==> src/rtl/cond_logic_pkg.sv <==
// Shared definitions for the conditional-execution stage: condition codes,
// NZCV bit positions and the FlagW encoding agreed with the decoder.
package cond_logic_pkg;

   localparam logic [3:0] COND_EQ = 4'b0000;
   localparam logic [3:0] COND_NE = 4'b0001;
   localparam logic [3:0] COND_CS = 4'b0010;
   localparam logic [3:0] COND_CC = 4'b0011;
   localparam logic [3:0] COND_MI = 4'b0100;
   localparam logic [3:0] COND_PL = 4'b0101;
   localparam logic [3:0] COND_VS = 4'b0110;
   localparam logic [3:0] COND_VC = 4'b0111;
   localparam logic [3:0] COND_HI = 4'b1000;
   localparam logic [3:0] COND_LS = 4'b1001;
   localparam logic [3:0] COND_GE = 4'b1010;
   localparam logic [3:0] COND_LT = 4'b1011;
   localparam logic [3:0] COND_GT = 4'b1100;
   localparam logic [3:0] COND_LE = 4'b1101;
   localparam logic [3:0] COND_AL = 4'b1110;
   localparam logic [3:0] COND_NV = 4'b1111;

   localparam int FLAG_N = 3;
   localparam int FLAG_Z = 2;
   localparam int FLAG_C = 1;
   localparam int FLAG_V = 0;

   localparam logic [1:0] FLAGW_NONE = 2'b00;
   localparam logic [1:0] FLAGW_CV   = 2'b01;
   localparam logic [1:0] FLAGW_NZ   = 2'b10;
   localparam logic [1:0] FLAGW_ALL  = 2'b11;

endpackage

==> src/rtl/cond_logic_cond_check.sv <==
// Purely combinational evaluator of an ARM condition field against NZCV.
// NV (1111) is treated as "never" so reserved encodings cannot fire.
module cond_check
   import cond_logic_pkg::*;
(
   input  logic [3:0] i_cond,
   input  logic [3:0] i_flags,
   output logic       o_cond_ex
);

   logic w_n;
   logic w_z;
   logic w_c;
   logic w_v;
   logic w_ge;

   assign w_n  = i_flags[FLAG_N];
   assign w_z  = i_flags[FLAG_Z];
   assign w_c  = i_flags[FLAG_C];
   assign w_v  = i_flags[FLAG_V];
   assign w_ge = (w_n == w_v);

   always_comb begin
      o_cond_ex = 1'b0;
      case (i_cond)
         COND_EQ: o_cond_ex = w_z;
         COND_NE: o_cond_ex = ~w_z;
         COND_CS: o_cond_ex = w_c;
         COND_CC: o_cond_ex = ~w_c;
         COND_MI: o_cond_ex = w_n;
         COND_PL: o_cond_ex = ~w_n;
         COND_VS: o_cond_ex = w_v;
         COND_VC: o_cond_ex = ~w_v;
         COND_HI: o_cond_ex = w_c & ~w_z;
         COND_LS: o_cond_ex = ~w_c | w_z;
         COND_GE: o_cond_ex = w_ge;
         COND_LT: o_cond_ex = ~w_ge;
         COND_GT: o_cond_ex = ~w_z & w_ge;
         COND_LE: o_cond_ex = w_z | ~w_ge;
         COND_AL: o_cond_ex = 1'b1;
         default: o_cond_ex = 1'b0;
      endcase
   end

endmodule

==> src/rtl/cond_logic.sv <==
// Conditional-execution stage: architectural NZCV register plus gating of the
// decoder's write intents by the evaluated condition and the stall input.
module cond_logic
   import cond_logic_pkg::*;
#(
   parameter logic [3:0] RESET_FLAGS = 4'b0000
) (
   input  logic       CLK,
   input  logic       RESET,
   input  logic       Stall,
   input  logic [3:0] Cond,
   input  logic [3:0] ALUFlags,
   input  logic [1:0] FlagW,
   input  logic       PCS,
   input  logic       RegW,
   input  logic       MemW,
   input  logic       NoWrite,
   output logic       PCSrc,
   output logic       RegWrite,
   output logic       MemWrite,
   output logic       CondEx,
   output logic [3:0] Flags
);

   logic [1:0] r_flags_nz;
   logic [1:0] r_flags_cv;
   logic       w_cond_ex;
   logic       w_issue;

   // Condition is evaluated on the stored flags only; no ALUFlags forwarding.
   cond_check u_cond_check (
      .i_cond    (Cond),
      .i_flags   (Flags),
      .o_cond_ex (w_cond_ex)
   );

   assign w_issue  = w_cond_ex & ~Stall;

   assign CondEx   = w_cond_ex;
   assign PCSrc    = PCS & w_issue;
   assign RegWrite = RegW & ~NoWrite & w_issue;
   assign MemWrite = MemW & w_issue;
   assign Flags    = {r_flags_nz, r_flags_cv};

   // NZ and CV halves are written independently so logical ops keep C/V.
   always_ff @(posedge CLK) begin
      if (RESET) begin
         r_flags_nz <= RESET_FLAGS[3:2];
         r_flags_cv <= RESET_FLAGS[1:0];
      end else if (w_issue) begin
         if (FlagW[1]) r_flags_nz <= ALUFlags[3:2];
         if (FlagW[0]) r_flags_cv <= ALUFlags[1:0];
      end
   end

endmodule

==> config.mk <==
export PLATFORM = sky130hd
export DESIGN_NAME = cond_logic
export DESIGN_NICKNAME = d
export VERILOG_FILES = /design/src/rtl/cond_logic_pkg.sv /design/src/rtl/cond_logic_cond_check.sv /design/src/rtl/cond_logic.sv
export SDC_FILE = /design/constraint.sdc
export NUM_CORES = 1
export LEC_CHECK = 0
export ABC_AREA = 1
export CORE_MARGIN = 2
export CORE_UTILIZATION = 32
export DETAILED_ROUTE_END_ITERATION = 7
export PLACE_DENSITY = 0.8
export SLEW_MARGIN = 0
export SYNTH_ARGS = -nofsm -noshare
export SYNTH_HDL_FRONTEND = slang
export SYNTH_HIERARCHICAL = 1
export SYNTH_SLANG_ARGS = --single-unit
==> constraint.sdc <==
create_clock -name CLK -period 1.3 [get_ports CLK]
set_input_delay 0.26 -clock CLK [delete_from_list [all_inputs] [get_ports CLK]]
set_output_delay 0.26 -clock CLK [all_outputs]
set_load 0.01 [all_outputs]
==> impl_metrics.ini <==
[cells_and_area]
seq_area_sq_um = 92.59
fin_nets = 146
final_cells = 143
final_cell_area_sq_um = 865.8
layout-drive-gt1-share_pct = 36.72
n_antenna_cell = 0
multi_input_area_sq_um = 361.6
area_growth_pct = 102.3
postLayoutCoreUtil_pct = 68.24
nFillCells = 120

[critical_path]
cp_slowest_cell = dfxtp_4
crit_chain = inv_4, nand2_2, nand3_1, nand2_1, nand2_1, nand2_1, nor2_2, nand2_2, nand2_2, nor3b_2, buf_2
crit_path_end_kind = primary output
worstPathRequired_ns = 1.04
arrival_ns = 1.48
path_max_fanout = 5
startpoint_type = flop
max_stage_delay_ns = 0.37
critPathKind = reg -> out

[power_and_ir_drop]
p_sw_uw = 197.7
power_uw = 579.7
p_int_uw = 382.0
peakVddDrop_v = 0.0004791
pwr-share-comb_pct = 45.4
p_leak_nw = 0.4564
seqPwrFrac_pct = 25.0
clkPwrFrac_pct = 29.7
switching_share_pct = 34.10
power_density_nw_per_um2 = 669.5

[placed_design]
dp_cells = 139
place_area_sq_um = 789.5
dp_hpwl_mm = 1.074
gp_congestion = 0.8042
port_buffers = 24

[sta]
rsz0062_at_grt = yes
tightestPinTransition_ns = 0.1917
slew_headroom_pct = 87.12
fin_crit_sh_pct = 134.0
setup_ws_ns = -0.4414
final-setup-viol-count = 8
min_period_ns = 1.741
hold_violations = 0
finalSetupTns_ns = -2.090
maxSlewViolCount = 0
fin_skew_ns = 0.009086
fmax_ghz = 0.5742

[synthesis]
syn_avg_cell_area_sq_um = 4.808
synth_area_sq_um = 427.9
synth-seq-cells = 4
syn_nets = 106
ys_seq_area_share_pct = 18.71
netlist_instances = 89
ys_types = 11
yosys_warnings = 6

[global_route]
grt_pass1_vias = 572
overflow = 0
grt_pass1_wl_mm = 2.290
antenna_found_initial = 0
grt_max_degree = 8
grt_util_all_layers_pct = 21.33

[clocking]
clockBufferDepth = 2
insertion_delay_ns = 0.24
post-cts-setup-buffers = 0
cts_buffers = 3
clock-sinks = 4
cts_root_buf = clkbuf_4
htree_levels = 1
cts_tree = built
cts.reportedPaths.clkPinSlew_ns = 0.04

[routing]
dr.pass1.iters = 4
routed_wl_mm = 1.474
remaining_drc_errors = 0
vias = 669
ant_nets = 0
drt_first_iter_violations = 12
routedWlPerCell_microns = 10.31
avgViaCountPerCell = 4.678

[floorplanning]
pin_count = 25
die_w_microns = 40.57
die_height_microns = 40.57
start_util_pct = 33.73
fp.dieArea_sq_um = 1646
fp.coreArea_sq_um = 1269
core.rowCount = 13

[status]
outcome = finished with violations
violations = setup timing

[worst_hold_path]
hp-class = reg -> reg

[flow_run]
drv_cap = 0
-- placed cells by master (no fill, tap or decap), drive strengths merged --
| master | instances |
|---|---|
| nand3 | 12 |
| nand3b | 1 |
| nor3 | 1 |
| clkbuf | 6 |
| buf | 15 |
| nor3b | 1 |
| clkdlybuf4s15 | 3 |
| clkdlybuf4s50 | 12 |
| dlygate4sd2 | 3 |
| a21oi | 2 |
| nand2 | 32 |
| clkinv | 2 |
| dfxtp | 4 |
| nor2 | 19 |
| inv | 15 |
-- path summary, 6_finish.rpt --
path	startpoint	endpoint	slack [ns]	cells after the start
setup / recovery	r_flags_cv[0]$_SDFFE_PP0P_	RegWrite	-0.44	11
hold / removal	r_flags_cv[1]$_SDFFE_PP0P_	r_flags_cv[1]$_SDFFE_PP0P_	0.57	4
setup reg to reg	r_flags_cv[0]$_SDFFE_PP0P_	r_flags_cv[1]$_SDFFE_PP0P_	-0.13	12
hold reg to reg	r_flags_cv[1]$_SDFFE_PP0P_	r_flags_cv[1]$_SDFFE_PP0P_	0.57	4
-- cell usage after synthesis --
library cell	instances	share of area (%)
nand2_1	31	27
nor2_1	19	17
nand3b_1	1	1.8
clkinv_1	2	1.8
nand2_2	1	1.5
nor3b_1	1	1.8
inv_1	15	13
nor3_1	1	1.2
a21oi_1	2	2.3
dfxtp_1	4	19
nand3_1	12	14
-- power groups by stage --
stage          clock network (mW)  logic [mW]  registers (mW)
3_3_place_gp                    0       0.238           0.145
2_1_floorplan                   0      0.0941           0.149
4_1_cts                     0.177       0.257           0.145
6_report                    0.172       0.263           0.145
5_1_grt                     0.195       0.288           0.146
3_5_place_dp                    0       0.242           0.145
-- per-stage QoR --
stage	setup slack (ns)	hold WS, ns
after detailed placement	-1.139	0.5595
after CTS	-0.4060	0.5766
final	-0.4414	0.5728
after floorplan	-0.1047	0.3936
after global routing	-0.5251	0.6111
after global placement	-1.108	0.5435
-- worst max-delay path: cells and delay by family, from the launching register on --
family                 cells  cell delay [ns]
DFF                        1             0.37
and+or+nand+nor            9             0.68
buffers and inverters      2             0.20
-- registers in the layout, indices dropped and copies added, names as in the netlist --
name,cells
r_flags_cv,2
r_flags_nz,2
-- cell families (layout without fill, tap and decap cells) --
group | count (synthesis) | count (layout) | share of synthesized area (%)
simple gates | 66 | 66 | 64.04
buf+inv | 17 | 56 | 14.91
compound gates | 2 | 2 | 2.339
flops | 4 | 4 | 18.71
-- routing by layer --
layer / global-route usage [%] / routed length (microns)
met1: 24.19 / 589
met2: 36.90 / 787
met3: 3.889 / 88
met4: 11.67 / 9
met5: 0 / 0
-- area by class of cell --
cell class                 instances  share of cell area (%)
sequential                         4                   10.69
multi-input combinational         68                   41.76
clock buffer                       4                   3.035
tap                               15                   2.168
timing repair buffer              35                   34.39
inverter                          17                   7.948
-- what timing repair did --
item / CTS / global route
endpoints found under the setup margin: 12 / 9
hold endpoints to repair: 0 / 0
hold buffers: 0 / 0
pin swaps: 5 / 4
resized for setup: 48 / 7
(Power assumes the default switching activity.)
==> RTL change 1, RTL diff (same flow settings) <==
Put a register stage on the output `Flags`, with the module's reset. The value now appears one clock later. The other outputs are not delayed to match.
--- a/src/rtl/cond_logic.sv
+++ b/src/rtl/cond_logic.sv
@@ -22,6 +22,8 @@
    output logic [3:0] Flags
 );
 
+   logic [3:0] Flags_d;
+
    logic [1:0] r_flags_nz;
    logic [1:0] r_flags_cv;
    logic       w_cond_ex;
@@ -30,7 +32,7 @@
    // Condition is evaluated on the stored flags only; no ALUFlags forwarding.
    cond_check u_cond_check (
       .i_cond    (Cond),
-      .i_flags   (Flags),
+      .i_flags   (Flags_d),
       .o_cond_ex (w_cond_ex)
    );
 
@@ -40,7 +42,7 @@
    assign PCSrc    = PCS & w_issue;
    assign RegWrite = RegW & ~NoWrite & w_issue;
    assign MemWrite = MemW & w_issue;
-   assign Flags    = {r_flags_nz, r_flags_cv};
+   assign Flags_d  = {r_flags_nz, r_flags_cv};
 
    // NZ and CV halves are written independently so logical ops keep C/V.
    always_ff @(posedge CLK) begin
@@ -53,5 +55,13 @@
       end
    end
 
+   always_ff @(posedge CLK) begin
+      if (RESET) begin
+         Flags <= '0;
+      end else begin
+         Flags <= Flags_d;
+      end
+   end
+
 endmodule
 
Function: changed (a bounded check fails within 4 cycles, from zero or initial values and one cycle with RESET high).
==> RTL change 1 against the unedited design <==
  * Routed wire length grew 3.5%
  * First-iteration DRC count is 25% higher
  * The run still ends with negative setup slack left
  * Sequential cell count grew 4
  * Largest power group is now registers
  * Worst setup slack got worse by 0.033 ns
  * Final area is 7.8% higher
  * Critical path type is now input port to output pin
  * Clock skew fell by 0.0041 ns
  * Maximum frequency is 1.9% lower
  * Clock power rose by 9%
  * Critical path depth is 1 lower
  * Sequential power rose by 90%
  * Synthesized area grew 22%
  * Power increased by 22%
==> RTL change 1: results (changes against the unedited design) <==
| Metric | Value |
|---|---|
| Peak VDD IR | `0.539 mV (+12%)` |
| Grt met1 use | `0.184 (-0.0579)` |
| Post-synthesis sequential area ratio | `0.306 (+0.119)` |
| Placed Area | `848 um^2 (+7.4%)` |
| Crit path launch | `Cond[0]` |
| TNS Setup | `-2.20 ns (-0.107 ns)` |
| Area growth syn-to-layout | `78.5%` |
| Leak Pwr | `0.000481 uW (+5.4%)` |
| Layout cell share with drive strength beyond 1 | `0.290 (-0.0771)` |
| Clk pin slew, worst setup/hold paths | `0.06 ns (+0.02 ns)` |
| Largest net degree at the start of global routing | `6 (-2)` |
| Top layer in use | `met3` |
| Dpl hpwl | `1.17 mm (+8.7%)` |
| Endpoints failing setup | `8 (unchanged)` |
| Outcome | `complete, but fails checks` |
| CP arrival | `1.51 ns (+0.03 ns)` |
| Main area contributors after synthesis | `dfxtp_1 (31%), nand2_1 (22%), nor2_1 (17%), nand3_1 (11%), inv_1 (11%)` |
| Hold slack | `0.505 ns (-0.0679 ns)` |
| Mean Syn Cell Area | `5.39 um^2 (+12%)` |
| Fillers | `145 (+21%)` |
| Fin crit share | `1.37 (+0.0257)` |
| Setup WS pre-CTS | `-1.15 ns (-0.0136 ns)` |
| Met3 WL | `69 um (-22%)` |
| Rel. slew slack | `0.873 (+0.00185)` |
| Setup ws final | `-0.475 ns (-0.0334 ns)` |
| WL met1 | `595 um (+1.0%)` |
| Layout net count | `150 (+2.7%)` |
| Met3 Use GR | `0.0245 (-0.0144)` |
| Vias in the first global route | `612 (+7.0%)` |
| Grt met2 use | `0.324 (-0.0455)` |
| First-pass GRT wire length | `2.43 mm (+6.0%)` |
| GRT Overall Usage | `0.163 (-0.0507)` |
| WL/cell | `10.4 um (+0.64%)` |
| Met2 wire length | `860 um (+9.3%)` |
| Hold endpoint | `Flags[1]` |
| List of most frequent post-synthesis cells | `nand2_1 (31), nor2_1 (23), inv_1 (15), nand3_1 (12), dfxtp_1 (8)` |
| Syn nets | `114 (+7.5%)` |
| Hold depth | `2 (-2)` |
| Routed vias | `684 (+2.2%)` |
| Synth Area in Compound Gates | `0.0191 (-0.00425)` |
| Failing checks | `negative setup slack` |
| Slowest CP cell | `clkdlybuf4s15_1` |
| Initial DRC count | `15 (+3)` |
| Dpl cells | `144 (+3.6%)` |
-- RTL change 1: changes by cell type in the layout (fill, tap and decap cells not counted), sizes merged --
cell | unedited run | this run
dfxtp | 4 | 8
clkbuf | 6 | 3
buf | 15 | 11
nor2 | 19 | 23
dlygate4sd2 | 3 | 5
-- RTL change 1: final cells by class --
cell class	instances	area share
Tap cell	16	0.0214
Inverter	17	0.0737
Multi-Input combinational cell	72	0.405
Clock buffer	3	0.0241
Timing Repair Buffer	31	0.295
Sequential cell	8	0.181
-- RTL change 1: timing repair --
| action | CTS | global route |
|---|---|---|
| resized for setup | 48 | 4 |
| setup endpoints to repair | 12 | 8 |
| pin swaps | 9 | 1 |
-- RTL change 1: power breakdown --
part	leakage, uW	internal (uW)	switching, uW
clock	0.0000138	106	82.2
combinational	0.000400	123	125
sequential	0.0000670	259	15.6
total	0.000481	487	222
==> RTL change 2, RTL diff (config.mk and constraints unchanged) <==
Made on the original files. Reset style: asynchronous (`RESET`), changed in one clocked block.
--- a/src/rtl/cond_logic.sv
+++ b/src/rtl/cond_logic.sv
@@ -43,7 +43,7 @@
    assign Flags    = {r_flags_nz, r_flags_cv};
 
    // NZ and CV halves are written independently so logical ops keep C/V.
-   always_ff @(posedge CLK) begin
+   always_ff @(posedge CLK or posedge RESET) begin
       if (RESET) begin
          r_flags_nz <= RESET_FLAGS[3:2];
          r_flags_cv <= RESET_FLAGS[1:0];
Function: differs if RESET is asserted again (counterexample within 4 cycles, from zero or initial values and one cycle with RESET high); with RESET held inactive, the same outputs for 10 cycles.
==> RTL change 2 against the unedited design <==
  * The flow still finishes with violations (negative setup slack)
  * Final area fell by 2.2%
  * First-iteration DRC count decreased by 8.3%
  * Routed wire length shrank 7.4%
  * Sequential cell count is the same
  * Core utilization is 3.1 points lower
  * Synthesized area rose by 4.4%
  * Worst setup slack worse by 0.028 ns
Power is not compared: it rests on default switching activity, and its combinational part moved more than twofold at a synthesized area within 25%.
==> RTL change 2: results (changes against the unedited design) <==
| Metric | Value |
|---|---|
| Outcome | `complete, but fails checks` |
| Met2 wire length | `701 um (-11%)` |
| Routed vias | `656 (-1.9%)` |
| Post-synthesis sequential area ratio | `0.224 (+0.0370)` |
| Clock Skews | `0.00725 ns (-0.00184 ns)` |
| TNS Setup | `-2.54 ns (-0.451 ns)` |
| Layout cell share with drive strength beyond 1 | `0.392 (+0.0245)` |
| Mean Syn Cell Area | `5.38 um^2 (+12%)` |
| WL met1 | `543 um (-7.8%)` |
| Setup WS pre-CTS | `-1.15 ns (-0.00996 ns)` |
| Hold Path Class | `input port to asynchronous set/reset pin` |
| Asr flop ratio synth | `1.00 (+1.00)` |
| Main area contributors after synthesis | `nand2_1 (26%), dfrtp_1 (22%), nand3_1 (12%), nor2_1 (10%), inv_1 (8.4%)` |
| Setup ws final | `-0.470 ns (-0.0283 ns)` |
| Vias in the first global route | `559 (-2.3%)` |
| Drt total wl | `1.37 mm (-7.4%)` |
| Crit path launch | `r_flags_nz[1]` |
| List of most frequent post-synthesis cells | `nand2_1 (31), nor2_1 (12), nand3_1 (11), inv_1 (10)` |
| Met3 WL | `100 um (+14%)` |
| Failing checks | `negative setup slack` |
| Endpoints failing setup | `9 (+1)` |
| Final RePlAce weighted congestion | `0.778 (-3.2%)` |
| Grt met1 use | `0.192 (-0.0498)` |
| GRT Overall Usage | `0.191 (-0.0220)` |
| Placed Area | `768 um^2 (-2.7%)` |
[RTL change 2: cell types whose count changed after synthesis, sizes merged]
| cell | before | now |
|---|---|---|
| nand3 | 12 | 13 |
| nor2 | 19 | 12 |
| dfxtp | 4 | 0 |
| buf | 0 | 1 |
| dfrtp | 0 | 4 |
| inv | 15 | 11 |
| nand4 | 0 | 4 |
| nor3b | 1 | 0 |
[RTL change 2: kinds of logic (layout without fill, tap and decap cells)]
logic type,count (synthesis),count (layout),synth area share
and+or+nand+nor,63,63,0.627
buffers and inverters,14,51,0.126
DFF,4,4,0.224
AOI/OAI and AO/OA,2,2,0.0224
[RTL change 2: worst max-delay path, stage by stage (launching register included)]
cell	delay [ns]
dfrtp_2	0.43
inv_2	0.09
nand2_2	0.06
nand3_2	0.07
nand2_1	0.05
nand2_1	0.05
nand2_1	0.06
nor2_2	0.09
nand2_2	0.09
nand2_2	0.11
nor2_2	0.03
buf_2	0.13
[RTL change 2: path summary, 6_finish.rpt]
| kind | slack (ns) | endpoint |
|---|---|---|
| worst max-delay path | -0.47 | PCSrc |
| worst min-delay path | 0.19 | r_flags_cv[0] |
| worst max register to register | -0.19 | r_flags_nz[0] |
| worst min register to register | 0.65 | r_flags_nz[1] |
| max in group asynchronous | 0.95 | r_flags_nz[1] |
| min in group CLK | 0.58 | r_flags_cv[0] |
[RTL change 2: final cells by class]
type                    instances  area [um^2]
multi-input cells              65          358
repair buffers                 34          293
flip-flops and latches          4          103
inverters                      13         48.8
clock buffers                   4         26.3
well taps                      15         18.8
fillers                       127          454
[RTL change 2: repair_timing]
action	in CTS	in global routing
gates resized for setup	45	10
endpoints found under the setup margin	12	12
pin swaps	14	11
buffers inserted	3	0
